==> src/rtl/sgde_scene_sequencer_if.sv <==
// Bundle between the scene sequencer, its scene ROM, the display engine and the frame requester.
// master is the sequencer's view; slave is the surrounding system's view.
interface sgde_scene_sequencer_if #(
  parameter int SL_AW = 5
);
  logic             go;
  logic [SL_AW-1:0] scn_cnt;
  logic             SL_CEN;
  logic [SL_AW-1:0] SL_A;
  logic [13:0]      SL_Q;
  logic             eng_rst;
  logic             eng_sprite;
  logic [1:0]       eng_type;
  logic [5:0]       eng_X;
  logic [5:0]       eng_Y;
  logic             eng_start;
  logic             eng_done;
  logic             busy;
  logic             frame_done;
  logic             err;

  modport master (
    input  go, scn_cnt, SL_Q, eng_done,
    output SL_CEN, SL_A, eng_rst, eng_sprite, eng_type, eng_X, eng_Y,
           eng_start, busy, frame_done, err
  );

  modport slave (
    output go, scn_cnt, SL_Q, eng_done,
    input  SL_CEN, SL_A, eng_rst, eng_sprite, eng_type, eng_X, eng_Y,
           eng_start, busy, frame_done, err
  );
endinterface

==> src/rtl/sgde_scene_sequencer.sv <==
// Frame controller for the sprite display engine: resets the engine, streams the scene list
// from a synchronous ROM, validates it, starts the engine and guards completion with a watchdog.
module sgde_scene_sequencer #(
  parameter int SL_AW   = 5,
  parameter int MAX_OTH = 19,
  parameter int TIMEOUT = 8192
) (
  input logic                    clk,
  input logic                    reset,
  sgde_scene_sequencer_if.master bus
);

  localparam int               WD_W    = (TIMEOUT > 2) ? $clog2(TIMEOUT) : 1;
  localparam logic [SL_AW-1:0] MAX_LEN = SL_AW'(MAX_OTH + 1);
  localparam logic [4:0]       OTH_LIM = 5'(MAX_OTH);
  localparam logic [WD_W-1:0]  WD_LAST = WD_W'(TIMEOUT - 1);

  typedef enum logic [2:0] {
    IDLE   = 3'd0,
    ERST   = 3'd1,
    STREAM = 3'd2,
    CHECK  = 3'd3,
    START  = 3'd4,
    RUN    = 3'd5,
    FIN    = 3'd6
  } state_t;

  state_t           state_r;
  logic [SL_AW-1:0] len_r;
  logic [SL_AW-1:0] c_r;
  logic             erst_cnt_r;
  logic [4:0]       man_cnt_r;
  logic [4:0]       oth_cnt_r;
  logic [WD_W-1:0]  wd_r;

  logic             sl_cen_r;
  logic [SL_AW-1:0] sl_a_r;
  logic             eng_rst_r;
  logic             eng_sprite_r;
  logic [1:0]       eng_type_r;
  logic [5:0]       eng_x_r;
  logic [5:0]       eng_y_r;
  logic             eng_start_r;
  logic             busy_r;
  logic             frame_done_r;
  logic             err_r;

  logic             len_ok_s;
  logic             strobe_s;
  logic             scene_bad_s;
  logic [SL_AW-1:0] c_next_s;
  logic [1:0]       q_type_s;

  function automatic logic [4:0] sat_inc5(input logic [4:0] v);
    return (v == 5'd31) ? v : v + 5'd1;
  endfunction

  assign len_ok_s    = (bus.scn_cnt != {SL_AW{1'b0}}) && (bus.scn_cnt <= MAX_LEN);
  assign c_next_s    = c_r + SL_AW'(1'b1);
  // ROM data for address c-1 is on SL_Q while 1 <= c <= len
  assign strobe_s    = (c_r != {SL_AW{1'b0}}) && (c_r <= len_r);
  assign scene_bad_s = (man_cnt_r != 5'd1) || (oth_cnt_r > OTH_LIM);
  assign q_type_s    = bus.SL_Q[13:12];

  assign bus.SL_CEN     = sl_cen_r;
  assign bus.SL_A       = sl_a_r;
  assign bus.eng_rst    = eng_rst_r;
  assign bus.eng_sprite = eng_sprite_r;
  assign bus.eng_type   = eng_type_r;
  assign bus.eng_X      = eng_x_r;
  assign bus.eng_Y      = eng_y_r;
  assign bus.eng_start  = eng_start_r;
  assign bus.busy       = busy_r;
  assign bus.frame_done = frame_done_r;
  assign bus.err        = err_r;

  // Frame sequencing FSM; every output is a register updated here
  always_ff @(posedge clk or negedge reset) begin
    if (!reset) begin
      state_r      <= IDLE;
      len_r        <= {SL_AW{1'b0}};
      c_r          <= {SL_AW{1'b0}};
      erst_cnt_r   <= 1'b0;
      man_cnt_r    <= 5'd0;
      oth_cnt_r    <= 5'd0;
      wd_r         <= {WD_W{1'b0}};
      sl_cen_r     <= 1'b1;
      sl_a_r       <= {SL_AW{1'b0}};
      eng_rst_r    <= 1'b0;
      eng_sprite_r <= 1'b0;
      eng_type_r   <= 2'b00;
      eng_x_r      <= 6'd0;
      eng_y_r      <= 6'd0;
      eng_start_r  <= 1'b0;
      busy_r       <= 1'b0;
      frame_done_r <= 1'b0;
      err_r        <= 1'b0;
    end else begin
      eng_rst_r    <= 1'b0;
      eng_sprite_r <= 1'b0;
      eng_start_r  <= 1'b0;
      frame_done_r <= 1'b0;
      case (state_r)
        IDLE: begin
          if (bus.go) begin
            if (len_ok_s) begin
              err_r      <= 1'b0;
              man_cnt_r  <= 5'd0;
              oth_cnt_r  <= 5'd0;
              len_r      <= bus.scn_cnt;
              erst_cnt_r <= 1'b0;
              eng_rst_r  <= 1'b1;
              busy_r     <= 1'b1;
              state_r    <= ERST;
            end else begin
              err_r <= 1'b1;
            end
          end else begin
            busy_r <= 1'b0;
          end
        end
        ERST: begin
          if (!erst_cnt_r) begin
            erst_cnt_r <= 1'b1;
            eng_rst_r  <= 1'b1;
          end else begin
            c_r      <= {SL_AW{1'b0}};
            sl_cen_r <= 1'b0;
            sl_a_r   <= {SL_AW{1'b0}};
            state_r  <= STREAM;
          end
        end
        STREAM: begin
          c_r <= c_next_s;
          if (c_next_s < len_r) begin
            sl_cen_r <= 1'b0;
            sl_a_r   <= c_next_s;
          end else begin
            sl_cen_r <= 1'b1;
          end
          if (strobe_s) begin
            eng_sprite_r <= 1'b1;
            eng_type_r   <= q_type_s;
            eng_y_r      <= bus.SL_Q[11:6];
            eng_x_r      <= bus.SL_Q[5:0];
            if (q_type_s == 2'b00) begin
              man_cnt_r <= sat_inc5(man_cnt_r);
            end else begin
              oth_cnt_r <= sat_inc5(oth_cnt_r);
            end
          end
          // The last strobe is on the outputs during c == len+1
          if (c_r == (len_r + SL_AW'(1'b1))) begin
            state_r <= CHECK;
          end
        end
        CHECK: begin
          if (scene_bad_s) begin
            err_r   <= 1'b1;
            busy_r  <= 1'b0;
            state_r <= IDLE;
          end else begin
            eng_start_r <= 1'b1;
            state_r     <= START;
          end
        end
        START: begin
          wd_r    <= {WD_W{1'b0}};
          state_r <= RUN;
        end
        RUN: begin
          // done is tested first so it wins over a same-cycle timeout
          if (bus.eng_done) begin
            frame_done_r <= 1'b1;
            state_r      <= FIN;
          end else if (wd_r == WD_LAST) begin
            err_r     <= 1'b1;
            eng_rst_r <= 1'b1;
            busy_r    <= 1'b0;
            state_r   <= IDLE;
          end else begin
            wd_r <= wd_r + WD_W'(1'b1);
          end
        end
        FIN: begin
          busy_r  <= 1'b0;
          state_r <= IDLE;
        end
        default: begin
          sl_cen_r <= 1'b1;
          busy_r   <= 1'b0;
          state_r  <= IDLE;
        end
      endcase
    end
  end

endmodule

==> src/flat_wrapper.sv <==
// flat-port wrapper written by rule: the top's interface ports become plain ports
module sgde_scene_sequencer_flat 
#(
  parameter int SL_AW   = 5,
  parameter int MAX_OTH = 19,
  parameter int TIMEOUT = 8192
)
  (clk, reset, bus_go, bus_scn_cnt, bus_SL_Q, bus_eng_done, bus_SL_CEN, bus_SL_A, bus_eng_rst, bus_eng_sprite, bus_eng_type, bus_eng_X, bus_eng_Y, bus_eng_start, bus_busy, bus_frame_done, bus_err);
  sgde_scene_sequencer_if #(.SL_AW(SL_AW)) bus_i ();
  input logic clk;
  input logic reset;
  input wire logic [$bits(bus_i.go)-1:0] bus_go;
  input wire logic [$bits(bus_i.scn_cnt)-1:0] bus_scn_cnt;
  input wire logic [$bits(bus_i.SL_Q)-1:0] bus_SL_Q;
  input wire logic [$bits(bus_i.eng_done)-1:0] bus_eng_done;
  output wire logic [$bits(bus_i.SL_CEN)-1:0] bus_SL_CEN;
  output wire logic [$bits(bus_i.SL_A)-1:0] bus_SL_A;
  output wire logic [$bits(bus_i.eng_rst)-1:0] bus_eng_rst;
  output wire logic [$bits(bus_i.eng_sprite)-1:0] bus_eng_sprite;
  output wire logic [$bits(bus_i.eng_type)-1:0] bus_eng_type;
  output wire logic [$bits(bus_i.eng_X)-1:0] bus_eng_X;
  output wire logic [$bits(bus_i.eng_Y)-1:0] bus_eng_Y;
  output wire logic [$bits(bus_i.eng_start)-1:0] bus_eng_start;
  output wire logic [$bits(bus_i.busy)-1:0] bus_busy;
  output wire logic [$bits(bus_i.frame_done)-1:0] bus_frame_done;
  output wire logic [$bits(bus_i.err)-1:0] bus_err;
  assign bus_i.go = bus_go;
  assign bus_i.scn_cnt = bus_scn_cnt;
  assign bus_i.SL_Q = bus_SL_Q;
  assign bus_i.eng_done = bus_eng_done;
  assign bus_SL_CEN = bus_i.SL_CEN;
  assign bus_SL_A = bus_i.SL_A;
  assign bus_eng_rst = bus_i.eng_rst;
  assign bus_eng_sprite = bus_i.eng_sprite;
  assign bus_eng_type = bus_i.eng_type;
  assign bus_eng_X = bus_i.eng_X;
  assign bus_eng_Y = bus_i.eng_Y;
  assign bus_eng_start = bus_i.eng_start;
  assign bus_busy = bus_i.busy;
  assign bus_frame_done = bus_i.frame_done;
  assign bus_err = bus_i.err;
  sgde_scene_sequencer #(.SL_AW(SL_AW), .MAX_OTH(MAX_OTH), .TIMEOUT(TIMEOUT)) u_core (.clk(clk), .reset(reset), .bus(bus_i));
endmodule
==> config.mk <==
export PLATFORM = sky130hd
export DESIGN_NAME = sgde_scene_sequencer_flat
export DESIGN_NICKNAME = d
export VERILOG_FILES = /design/src/rtl/sgde_scene_sequencer_if.sv /design/src/rtl/sgde_scene_sequencer.sv /design/src/flat_wrapper.sv
export SDC_FILE = /design/constraint.sdc
export NUM_CORES = 1
export LEC_CHECK = 0
export ABC_CLOCK_PERIOD_IN_PS = 3600
export CAP_MARGIN = 20
export CORE_ASPECT_RATIO = 0.8
export CORE_MARGIN = 3
export CORE_UTILIZATION = 55
export CTS_BUF_LIST = sky130_fd_sc_hd__clkbuf_8
export CTS_CLUSTER_DIAMETER = 30
export CTS_CLUSTER_SIZE = 14
export DETAILED_ROUTE_END_ITERATION = 10
export PLACE_DENSITY = 0.79
export SYNTH_ARGS = -nofsm -noshare
export SYNTH_HDL_FRONTEND = slang
export SYNTH_SLANG_ARGS = --single-unit
==> constraint.sdc <==
create_clock -name clk -period 3.6 [get_ports clk]
set_clock_uncertainty 0.05 [all_clocks]
set_input_delay 0.54 -clock clk [delete_from_list [all_inputs] [get_ports clk]]
set_output_delay 0.54 -clock clk [all_outputs]
set_load 0.005 [all_outputs]
==> summary.log, run 1 <==
[timing] sum of negative setup slack 0 ns
[clock_tree] TritonCTS clock tree done
[timing] Post-Route Hold Slack 0.195 ns
[timing] worst rel slew slack 0.453
[logic_synthesis] count of different cell masters after synthesis 55
[placement] HPWL after detailed placement 5.64 mm
[detailed_routing] 1st-iter DRT viols 167
[floorplanning] Boundary Pins 49
[critical_path] cell with the largest stage delay on the worst path sky130_fd_sc_hd__nor3_1
[logic_synthesis] Synth Warn # 0
[placement] final weighted congestion of routability-driven global placement 0.895
[clock_tree] clock insertion delay at the later pin of the skew report 0.35 ns
[timing] Final setup viols 0
[clock_tree] cts repair resizes 0
[logic_synthesis] Post-Syn Area per Cell 10.5 um^2
[floorplanning] full die area 7150 um^2
[critical_path] kind of start point of the critical path register
[power] fraction of power consumed by sequential logic 0.354
[power] switching power of the nets 1.22 mW
[power] switching part of the total 0.371
[cells_and_area] total number of nets in the final design 420
[detailed_routing] count of antenna-violating nets left after detailed routing 0
[critical_path] Crit path arrival time 2.83 ns
[timing] share of the cycle needed by the critical path after routing 0.722
[floorplanning] Floorplan Core Area 5710 um^2
[power] Max IR drop VDD 0.406 mV
[logic_synthesis] most frequent cell after synthesis sky130_fd_sc_hd__dfrtp_1
[logic_synthesis] area share of the largest cell type after synthesis 0.457
[logic_synthesis] area of the mapped netlist 3390 um^2
[timing] PnR worst setup slack 1.00 ns
[global_routing] number of global-route vias before repair 2744
[detailed_routing] drt pass-1 iters 4
[logic_synthesis] post-synthesis sequential area ratio 0.465
[worst_hold_path] worst hold-check path type primary input to asynchronous set/reset pin
[floorplanning] die width 93.8 um
[critical_path] Crit path required time 3.83 ns
[clock_tree] number of buffers inserted for hold repair after clock tree synthesis 0
[critical_path] WP buf/inv 0
[critical_path] critical path type register to register
[global_routing] GRT Overall Usage 0.236
[placement] IO buf count 48
[critical_path] top fanout value on the critical path 6
[critical_path] FF-to-FF path depth 8
[power] Internal Pwr Total 2.07 mW
[logic_synthesis] number of nets produced by synthesis 366
[logic_synthesis] Syn Inst Count 324
[critical_path] kind of capture point of the worst setup path register
[cells_and_area] count of antenna diodes in the layout 0
[global_routing] global-route wire length before repair 13.2 mm
[global_routing] largest net degree at the start of global routing 34
[critical_path] r2r endpoint u_core.bus.SL_A[4]
[clock_tree] CTS Root Buffer Type sky130_fd_sc_hd__clkbuf_8
[global_routing] initial antenna violation count 0
[detailed_routing] Post-Route WL 7.64 mm
[logic_synthesis] number of flops mapped to enable cells by yosys 0
[critical_path] most common cell type on the critical path sky130_fd_sc_hd__ha_1
[critical_path] startpoint of the lowest-slack register-to-register path u_core.c_r[1]
[logic_synthesis] top area cells in the synthesized netlist sky130_fd_sc_hd__dfrtp_1, sky130_fd_sc_hd__ha_1, sky130_fd_sc_hd__mux2_4
[timing] number of hold violations in the final report 0
[floorplanning] y dimension of the die 76.3 um
[placement] post-place setup slack 0.872 ns
[clock_tree] clock net sink count 63
[clock_tree] number of setup buffers added after CTS 0
[clock_tree] CTS max path bufs 2
[logic_synthesis] async set-or-reset flop fraction in the synthesized netlist 1.00
[clock_tree] CTS buffer count 9
[logic_synthesis] most instantiated flip-flop cell in the synthesis netlist sky130_fd_sc_hd__dfrtp_1
[power] relative contribution of the clock network to total power 0.200
[logic_synthesis] most frequent cells after synthesis sky130_fd_sc_hd__dfrtp_1, sky130_fd_sc_hd__nor2_1, sky130_fd_sc_hd__nand2_1
[logic_synthesis] total of flip-flops plus latches after synthesis 63
[timing] unrepaired setup endpoints after global routing false
[critical_path] dominant delay contributor by cell family on the critical path simple AND/OR/NAND/NOR gates
[critical_path] cell chain of the critical path ha_1, nand3_1, xnor2_1, ha_1, o21ai_0, a21oi_1, nor3_1, a22o_1
[global_routing] Congestion Overflow GR 0
[clock_tree] clock transition at the registers of the reported paths 0.07 ns
[timing] post-layout min period 2.60 ns
[clock_tree] number of levels in the clock H-tree 3
[floorplanning] number of rows in the core area 24
[detailed_routing] # DRC 0
[detailed_routing] count of vias placed by the detailed router 2698
[cells_and_area] Area Growth Syn to Fin 22.0%
[critical_path] setup slack on the worst flop-to-flop path 1.00 ns
[detailed_routing] per-cell via count in the routed design 5.85
[power] P_leak 1.87 nW
[critical_path] Critical Path Max Stage Delay 0.54 ns
[timing] final max-slew violation count 0
[floorplanning] initial core utilization 0.595
[power] total power per unit cell area 796 nW/um^2
[logic_synthesis] cell type with the highest aggregate area in the netlist sky130_fd_sc_hd__dfrtp_1
[timing] top achievable clock speed 385 MHz
[timing] Least-Margin Pin Slew 0.816 ns
[status] status completed
[job] maxcap violations 0
[power] proportion of power drawn by combinational gates 0.445
[detailed_routing] Avg WL per Cell 16.6 um
[cells_and_area] layout cell share with drive strength beyond 1 0.128
==> how the worst max path moves through the flow <==
stage                   from                  to  slack, ns  cells past startpoint
2_1_floorplan  u_core.c_r[0]  u_core.bus.SL_A[3]       1.55                      9
3_3_place_gp          bus_go     u_core.len_r[1]       1.07                      5
4_1_cts        u_core.c_r[1]  u_core.bus.SL_A[4]       1.03                      8
3_5_place_dp          bus_go     u_core.len_r[3]       0.87                      5
6_report       u_core.c_r[1]  u_core.bus.SL_A[4]       1.00                      8
5_1_grt        u_core.c_r[1]  u_core.bus.SL_A[4]       0.81                      8
==> through the flow <==
stage	instances	util	total power [mW]	area, um^2
CTS	461	0.726	3.31	4140
detailed placement	445	0.688	2.63	3930
floorplan	324	-	2.12	3390
finish	461	0.726	3.29	4140
global route	461	0.726	3.54	4140
global placement	445	0.688	2.56	3930
==> layout make-up <==
cell class	instances	area [um^2]
Tap cell	78	97.6
Inverter	14	52.6
Sequential cell	63	1580
Clock inverter	7	88.8
Timing Repair Buffer	50	490
Fill cell	427	1570
Clock buffer	9	124
Multi-Input combinational cell	240	1710
==> power groups by stage <==
stage / clock, mW / combinational (mW) / sequential [mW]
floorplan: 0 / 1.02 / 1.10
global placement: 0 / 1.40 / 1.16
detailed placement: 0 / 1.46 / 1.17
CTS: 0.671 / 1.47 / 1.16
global route: 0.712 / 1.63 / 1.20
finish: 0.660 / 1.47 / 1.17
==> flip-flops by register name, indices dropped and copies added (netlist names) <==
name,flops
u_core.c_r,5
u_core.bus.SL_A,5
u_core.man_cnt_r,5
u_core.len_r,5
u_core.bus.eng_type,2
u_core.erst_cnt_r,1
u_core.oth_cnt_r,5
u_core.bus.SL_CEN,1
u_core.bus.busy,1
u_core.bus.eng_start,1
u_core.bus.eng_X,6
u_core.bus.frame_done,1
u_core.bus.eng_rst,1
u_core.bus.eng_Y,6
u_core.state_r,3
u_core.bus.eng_sprite,1
u_core.bus.err,1
u_core.wd_r,13
==> worst reg2reg max path: stages, from the launching register on <==
cell and delay, ns:
sky130_fd_sc_hd__dfrtp_1 0.46, sky130_fd_sc_hd__ha_1 0.28, sky130_fd_sc_hd__nand3_1 0.11, sky130_fd_sc_hd__xnor2_1 0.34, sky130_fd_sc_hd__ha_1 0.30, sky130_fd_sc_hd__o21ai_0 0.11, sky130_fd_sc_hd__a21oi_1 0.09, sky130_fd_sc_hd__nor3_1 0.54
sky130_fd_sc_hd__a22o_1 0.25
==> kinds of logic after synthesis <==
| group | count (synthesis) | share of synthesized area |
|---|---|---|
| compound gates | 70 | 0.146 |
| xor+xnor | 17 | 0.0439 |
| fa+ha+maj | 19 | 0.0701 |
| buf+inv | 21 | 0.0313 |
| flops | 63 | 0.465 |
| mux | 16 | 0.0627 |
| simple gates | 118 | 0.181 |
==> cell usage in the layout, fill, tap and decap left out, types with 7 or more instances in the layout <==
| master | Yosys | layout |
|---|---|---|
| sky130_fd_sc_hd__a21oi_1 | 20 | 20 |
| sky130_fd_sc_hd__xor2_1 | 10 | 10 |
| sky130_fd_sc_hd__nor2_1 | 29 | 29 |
| sky130_fd_sc_hd__a22o_1 | 9 | 9 |
| sky130_fd_sc_hd__clkbuf_8 | 0 | 9 |
| sky130_fd_sc_hd__nand3_1 | 11 | 11 |
| sky130_fd_sc_hd__mux2_4 | 9 | 9 |
| sky130_fd_sc_hd__xnor2_1 | 7 | 7 |
| sky130_fd_sc_hd__ha_1 | 19 | 19 |
| sky130_fd_sc_hd__dfrtp_1 | 62 | 62 |
| sky130_fd_sc_hd__nand2_1 | 28 | 28 |
| sky130_fd_sc_hd__o21ai_0 | 18 | 18 |
| sky130_fd_sc_hd__inv_1 | 13 | 14 |
| sky130_fd_sc_hd__clkdlybuf4s50_1 | 0 | 47 |
==> metal layers <==
layer,vias up,part of all wire,wire [um],GRT usage
met4,0,0.016,125,0.0851
met5,-,0,0,0
li1,1270,-,-,-
met2,94,0.46,3480,0.358
met1,1317,0.46,3490,0.321
met3,17,0.072,549,0.0681
(Power assumes the default switching activity.)
==> inputs of run 2 (changes only) <==
Settings changed: ABC_CLOCK_PERIOD_IN_PS 3600 to 2400.
Clock period 3.6 ns to 2.4 ns, I/O delays scaled along.
==> run 2 against run 1 <==
Die area unchanged. Power is 51% higher. Largest power group unchanged. Non-clock buffer count grew 12. Hold slack better by 0.26 ns. Sequential share of layout area down 0.88 points. Via count is 1.7% lower. Critical endpoint is now u_core.bus.SL_A[3].
==> summary.log, run 2 (synthesized netlist as in run 1, its figures left out) <==
[status] status completed
[critical_path] kind of capture point of the worst setup path register
[critical_path] top fanout value on the critical path 6
[detailed_routing] count of antenna-violating nets left after detailed routing 0
[job] maxcap violations 0
[clock_tree] CTS Root Buffer Type sky130_fd_sc_hd__clkbuf_8
[global_routing] Congestion Overflow GR 0
[global_routing] initial antenna violation count 0
[detailed_routing] per-cell via count in the routed design 5.61
[timing] number of hold violations in the final report 0
[detailed_routing] count of vias placed by the detailed router 2653
[timing] Final setup viols 0
[floorplanning] number of rows in the core area 24
[worst_hold_path] worst hold-check path type register to register
[cells_and_area] Fill cells 409
[critical_path] Crit path arrival time 2.45 ns
[clock_tree] CTS buffer count 9
[floorplanning] full die area 7150 um^2
[power] fraction of power consumed by sequential logic 0.345
[timing] worst rel slew slack 0.635
[clock_tree] CTS max path bufs 2
[power] relative contribution of the clock network to total power 0.186
[cells_and_area] Register Area 1580 um^2
[cells_and_area] layout cell share with drive strength beyond 1 0.152
[cells_and_area] Most flops, register u_core.wd_r
[critical_path] Critical Path Max Stage Delay 0.42 ns
[critical_path] setup slack on the worst flop-to-flop path 0.13 ns
[floorplanning] y dimension of the die 76.3 um
[cells_and_area] flip-flop count of the largest register, all copies and words added 13
[critical_path] kind of start point of the critical path register
[power] proportion of power drawn by combinational gates 0.469
[power] switching part of the total 0.367
[detailed_routing] Avg WL per Cell 15.9 um
[clock_tree] TritonCTS clock tree done
[critical_path] most common cell type on the critical path sky130_fd_sc_hd__ha_1
[critical_path] Crit path required time 2.58 ns
[placement] HPWL after detailed placement 5.54 mm
[cells_and_area] commonest non-fill, non-tap cell in the layout sky130_fd_sc_hd__dfrtp_1
[global_routing] GRT Overall Usage 0.222
[clock_tree] clock transition at the registers of the reported paths 0.06 ns
[floorplanning] Floorplan Core Area 5710 um^2
[power] total power per unit cell area 1170 nW/um^2
[detailed_routing] # DRC 0
[floorplanning] die width 93.8 um
[detailed_routing] drt pass-1 iters 4
[timing] Least-Margin Pin Slew 0.546 ns
[clock_tree] clock net sink count 63
[cells_and_area] total number of nets in the final design 432
[timing] top achievable clock speed 440 MHz
[timing] share of the cycle needed by the critical path after routing 0.946
[cells_and_area] count of antenna diodes in the layout 0
[power] Internal Pwr Total 3.15 mW
[detailed_routing] 1st-iter DRT viols 218
[clock_tree] clock insertion delay at the later pin of the skew report 0.34 ns
[power] P_leak 1.94 nW
[placement] final weighted congestion of routability-driven global placement 0.825
[timing] post-layout min period 2.27 ns
[cells_and_area] Multi-input gate area 1710 um^2
[placement] IO buf count 48
[timing] sum of negative setup slack 0 ns
[global_routing] number of global-route vias before repair 2581
[clock_tree] number of levels in the clock H-tree 3
[critical_path] cell chain of the critical path inv_1, ha_1, ha_1, nor2b_1, o21ai_0, a21oi_1, nor2_1, o21bai_2, a22o_1
[global_routing] largest net degree at the start of global routing 64
[floorplanning] Boundary Pins 49
[power] switching power of the nets 1.83 mW
[timing] Post-Route Hold Slack 0.453 ns
[global_routing] global-route wire length before repair 12.4 mm
[timing] unrepaired setup endpoints after global routing false
[detailed_routing] Post-Route WL 7.52 mm
[cells_and_area] Area Growth Syn to Fin 24.9%
[cells_and_area] Final Core Density 0.743
[cells_and_area] most used cells in the layout excluding fill and tap cells sky130_fd_sc_hd__dfrtp_1, sky130_fd_sc_hd__clkdlybuf4s50_1, sky130_fd_sc_hd__nor2_1
[critical_path] cell with the largest stage delay on the worst path sky130_fd_sc_hd__dfrtp_1
[clock_tree] number of setup buffers added after CTS 0
[timing] final max-slew violation count 0
[power] Max IR drop VDD 0.559 mV
[critical_path] critical path type register to register
[floorplanning] initial core utilization 0.595
[run 2: changes by cell type in the layout (fill, tap and decap cells not counted), sizes merged]
cell         delta
inv             +1
clkinv          -1
bufinv          -1
clkinvlp        -1
dlygate4sd3     +1
buf            +11
clkbuf          +2
[run 2: worst paths after layout]
check	from	depth (start not counted)	endpoint
max	u_core.c_r[0]	9	u_core.bus.SL_A[3]
min	u_core.bus.SL_A[2]	1	u_core.bus.SL_A[2]
max reg2reg	u_core.c_r[0]	9	u_core.bus.SL_A[3]
min reg2reg	u_core.bus.SL_A[2]	1	u_core.bus.SL_A[2]
max in group asynchronous	reset	3	u_core.bus.SL_CEN
min in group asynchronous	reset	3	u_core.bus.SL_A[1]
[run 2: final cells by class]
class / count / area share
clock inverter: 5 / 0.0118
inverter: 14 / 0.0124
multi-input combinational: 240 / 0.404
clock buffer: 11 / 0.0357
sequential: 63 / 0.372
tap: 78 / 0.0230
timing repair buffer: 62 / 0.141
[run 2: power by group through the flow]
stage	sequential, mW	combinational, mW	clock (mW)
2_1_floorplan	1.65	1.53	0
3_3_place_gp	1.70	2.27	0
3_5_place_dp	1.72	2.32	0
4_1_cts	1.71	2.33	0.946
5_1_grt	1.76	2.59	1.01
6_report	1.71	2.33	0.927
[run 2: layer usage]
| layer | share of wire | GRT usage | vias to the layer above |
|---|---|---|---|
| met4 | 0.015 | 0.0707 | 0 |
| met1 | 0.48 | 0.321 | 1252 |
| li1 | - | - | 1298 |
| met5 | 0 | 0 | - |
| met3 | 0.068 | 0.0809 | 12 |
| met2 | 0.43 | 0.310 | 91 |
[run 2: worst max-delay path: cells and delay by family (launching register included)]
| family | cells | cell delay [ns] |
|---|---|---|
| AOI/OAI and AO/OA | 4 | 0.61 |
| adders and majority gates | 2 | 0.66 |
| buffers and inverters | 1 | 0.12 |
| DFF | 1 | 0.42 |
| and+or+nand+nor | 2 | 0.30 |
[run 2: through the flow]
| step | setup WS [ns] | total power, mW | instance area [um^2] | std cells |
|---|---|---|---|---|
| 6_report | 0.129 | 4.97 | 4240 | 473 |
| 5_1_grt | 0.0135 | 5.35 | 4240 | 473 |
| 4_1_cts | 0.143 | 4.99 | 4230 | 473 |
| 3_5_place_dp | 0.0557 | 4.04 | 4020 | 456 |
| 3_3_place_gp | 0.128 | 3.97 | 4020 | 456 |
| 2_1_floorplan | 0.352 | 3.19 | 3390 | 324 |
[run 2: what timing repair did]
action,4_1_cts,5_1_grt
gates resized for setup,0,1
endpoints found under the setup margin,0,5
hold endpoints to repair,62,0
hold buffers,1,0
==> inputs of run 3 (changes only) <==
Settings changed: REMOVE_ABC_BUFFERS from default to 1.
==> run 3 against run 2 <==
Global-route usage increased by 0.57 points. Fmax about the same. Via count increased by 3.9%. Power increased by 3.2%. Combinational power increased by 3%. Sequential share of layout area decreased by 0.58 points. Critical endpoint is now u_core.oth_cnt_r[0].
==> summary.log, run 3 (synthesized netlist as in run 1, its figures left out) <==
[floorplanning] full die area 7150 um^2
[clock_tree] clock net sink count 63
[power] total power per unit cell area 1190 nW/um^2
[clock_tree] number of levels in the clock H-tree 3
[global_routing] initial antenna violation count 0
[placement] IO buf count 48
[floorplanning] Boundary Pins 49
[clock_tree] TritonCTS clock tree done
[detailed_routing] count of antenna-violating nets left after detailed routing 0
[timing] Post-Route Hold Slack 0.460 ns
[timing] number of hold violations in the final report 0
[global_routing] Congestion Overflow GR 0
[critical_path] critical path type register to register
[floorplanning] y dimension of the die 76.3 um
[timing] top achievable clock speed 440 MHz
[detailed_routing] Post-Route WL 7.68 mm
[critical_path] cell chain of the critical path inv_1, ha_1, or4b_4, nand4_2, o21ai_4, nand2_4, nor2_1, mux2_2
[status] status completed
[critical_path] WP buf/inv 1
[critical_path] Crit path arrival time 2.46 ns
[global_routing] largest net degree at the start of global routing 29
[global_routing] global-route wire length before repair 13.0 mm
[critical_path] kind of start point of the critical path register
[placement] HPWL after detailed placement 5.79 mm
[critical_path] top fanout value on the critical path 16
[power] fraction of power consumed by sequential logic 0.331
[power] proportion of power drawn by combinational gates 0.465
[timing] share of the cycle needed by the critical path after routing 0.947
[clock_tree] CTS Root Buffer Type sky130_fd_sc_hd__clkbuf_8
[power] P_leak 1.97 nW
[timing] unrepaired setup endpoints after global routing false
[clock_tree] clock transition at the registers of the reported paths 0.07 ns
[power] Max IR drop VDD 0.790 mV
[cells_and_area] most used cells in the layout excluding fill and tap cells sky130_fd_sc_hd__dfrtp_1, sky130_fd_sc_hd__clkdlybuf4s50_1, sky130_fd_sc_hd__nor2_1, sky130_fd_sc_hd__nand2_1, sky130_fd_sc_hd__a21oi_1
[clock_tree] number of setup buffers added after CTS 0
[timing] final max-slew violation count 0
[detailed_routing] drt pass-1 iters 5
[critical_path] cell with the largest stage delay on the worst path sky130_fd_sc_hd__or4b_4
[floorplanning] number of rows in the core area 24
[cells_and_area] Area Growth Syn to Fin 26.9%
[floorplanning] initial core utilization 0.595
[detailed_routing] 1st-iter DRT viols 176
[detailed_routing] # DRC 0
[job] maxcap violations 0
[power] switching part of the total 0.370
[clock_tree] CTS max path bufs 2
[cells_and_area] Most flops, register u_core.wd_r
[power] Internal Pwr Total 3.23 mW
[critical_path] Critical Path Max Stage Delay 0.47 ns
[cells_and_area] layout cell share with drive strength beyond 1 0.173
[power] relative contribution of the clock network to total power 0.204
[cells_and_area] commonest non-fill, non-tap cell in the layout sky130_fd_sc_hd__dfrtp_1
[cells_and_area] count of antenna diodes in the layout 0
[timing] Final setup viols 0
[critical_path] dominant delay contributor by cell family on the critical path simple AND/OR/NAND/NOR gates
[cells_and_area] flip-flop count of the largest register, all copies and words added 13
[floorplanning] die width 93.8 um
[critical_path] kind of capture point of the worst setup path register
[timing] post-layout min period 2.27 ns
[worst_hold_path] worst hold-check path type register to register
[timing] worst rel slew slack 0.585
[cells_and_area] total number of nets in the final design 436
[power] PnR Total Power 5.13 mW
[detailed_routing] count of vias placed by the detailed router 2756
[detailed_routing] per-cell via count in the routed design 5.78
[clock_tree] CTS buffer count 9
[power] switching power of the nets 1.90 mW
[timing] Least-Margin Pin Slew 0.620 ns
[clock_tree] clock insertion delay at the later pin of the skew report 0.34 ns
[timing] sum of negative setup slack 0 ns
[detailed_routing] Avg WL per Cell 16.1 um
[placement] final weighted congestion of routability-driven global placement 0.882
[global_routing] number of global-route vias before repair 2648
[floorplanning] Floorplan Core Area 5710 um^2
[critical_path] Crit path required time 2.59 ns
[global_routing] GRT Overall Usage 0.228
## run 3: final timing paths
| kind | end | depth (start not counted) | slack [ns] | start |
|---|---|---|---|---|
| worst max-delay path | u_core.oth_cnt_r[0] | 8 | 0.13 | u_core.c_r[0] |
| worst min-delay path | u_core.bus.eng_type[1] | 1 | 0.46 | u_core.bus.eng_type[1] |
| worst max register to register | u_core.oth_cnt_r[0] | 8 | 0.13 | u_core.c_r[0] |
| worst min register to register | u_core.bus.eng_type[1] | 1 | 0.46 | u_core.bus.eng_type[1] |
| max in group asynchronous | u_core.bus.SL_CEN | 3 | 1.18 | reset |
| min in group asynchronous | u_core.bus.eng_type[0] | 2 | 0.49 | reset |
## run 3: layout make-up
type	count	area, um^2
clock inverters	7	103
multi-input cells	240	1730
fillers	408	1400
flip-flops and latches	63	1580
inverters	14	52.6
repair buffers	66	626
clock buffers	9	124
well taps	78	97.6
## run 3: layer usage
metal	wire length, um	global-route usage
met1	3700	0.336
met2	3440	0.332
met3	463	0.0602
met4	86	0.0620
met5	0	0
## run 3: power by group through the flow
stage               clock (mW)  combinational, mW  sequential, mW
global route              1.12               2.61            1.74
floorplan                    0               1.41            1.70
global placement             0               2.30            1.70
finish                    1.04               2.39            1.70
CTS                       1.07               2.36            1.69
detailed placement           0               2.35            1.71
## run 3: timing repair
action | in CTS | in global routing
endpoints found under the hold margin | 24 | 0
resized for setup | 0 | 4
setup endpoints to repair | 0 | 7
hold buffers | 1 | 0
## run 3: per-stage QoR
stage / util / std cells / setup WS [ns] / cell area, um^2
global placement: 0.710 / 460 / 0.169 / 4050
CTS: 0.752 / 477 / 0.00669 / 4290
detailed placement: 0.710 / 460 / 0.0339 / 4050
floorplan: - / 317 / 0.352 / 3340
global route: 0.755 / 477 / 0.0209 / 4310
finish: 0.755 / 477 / 0.127 / 4310
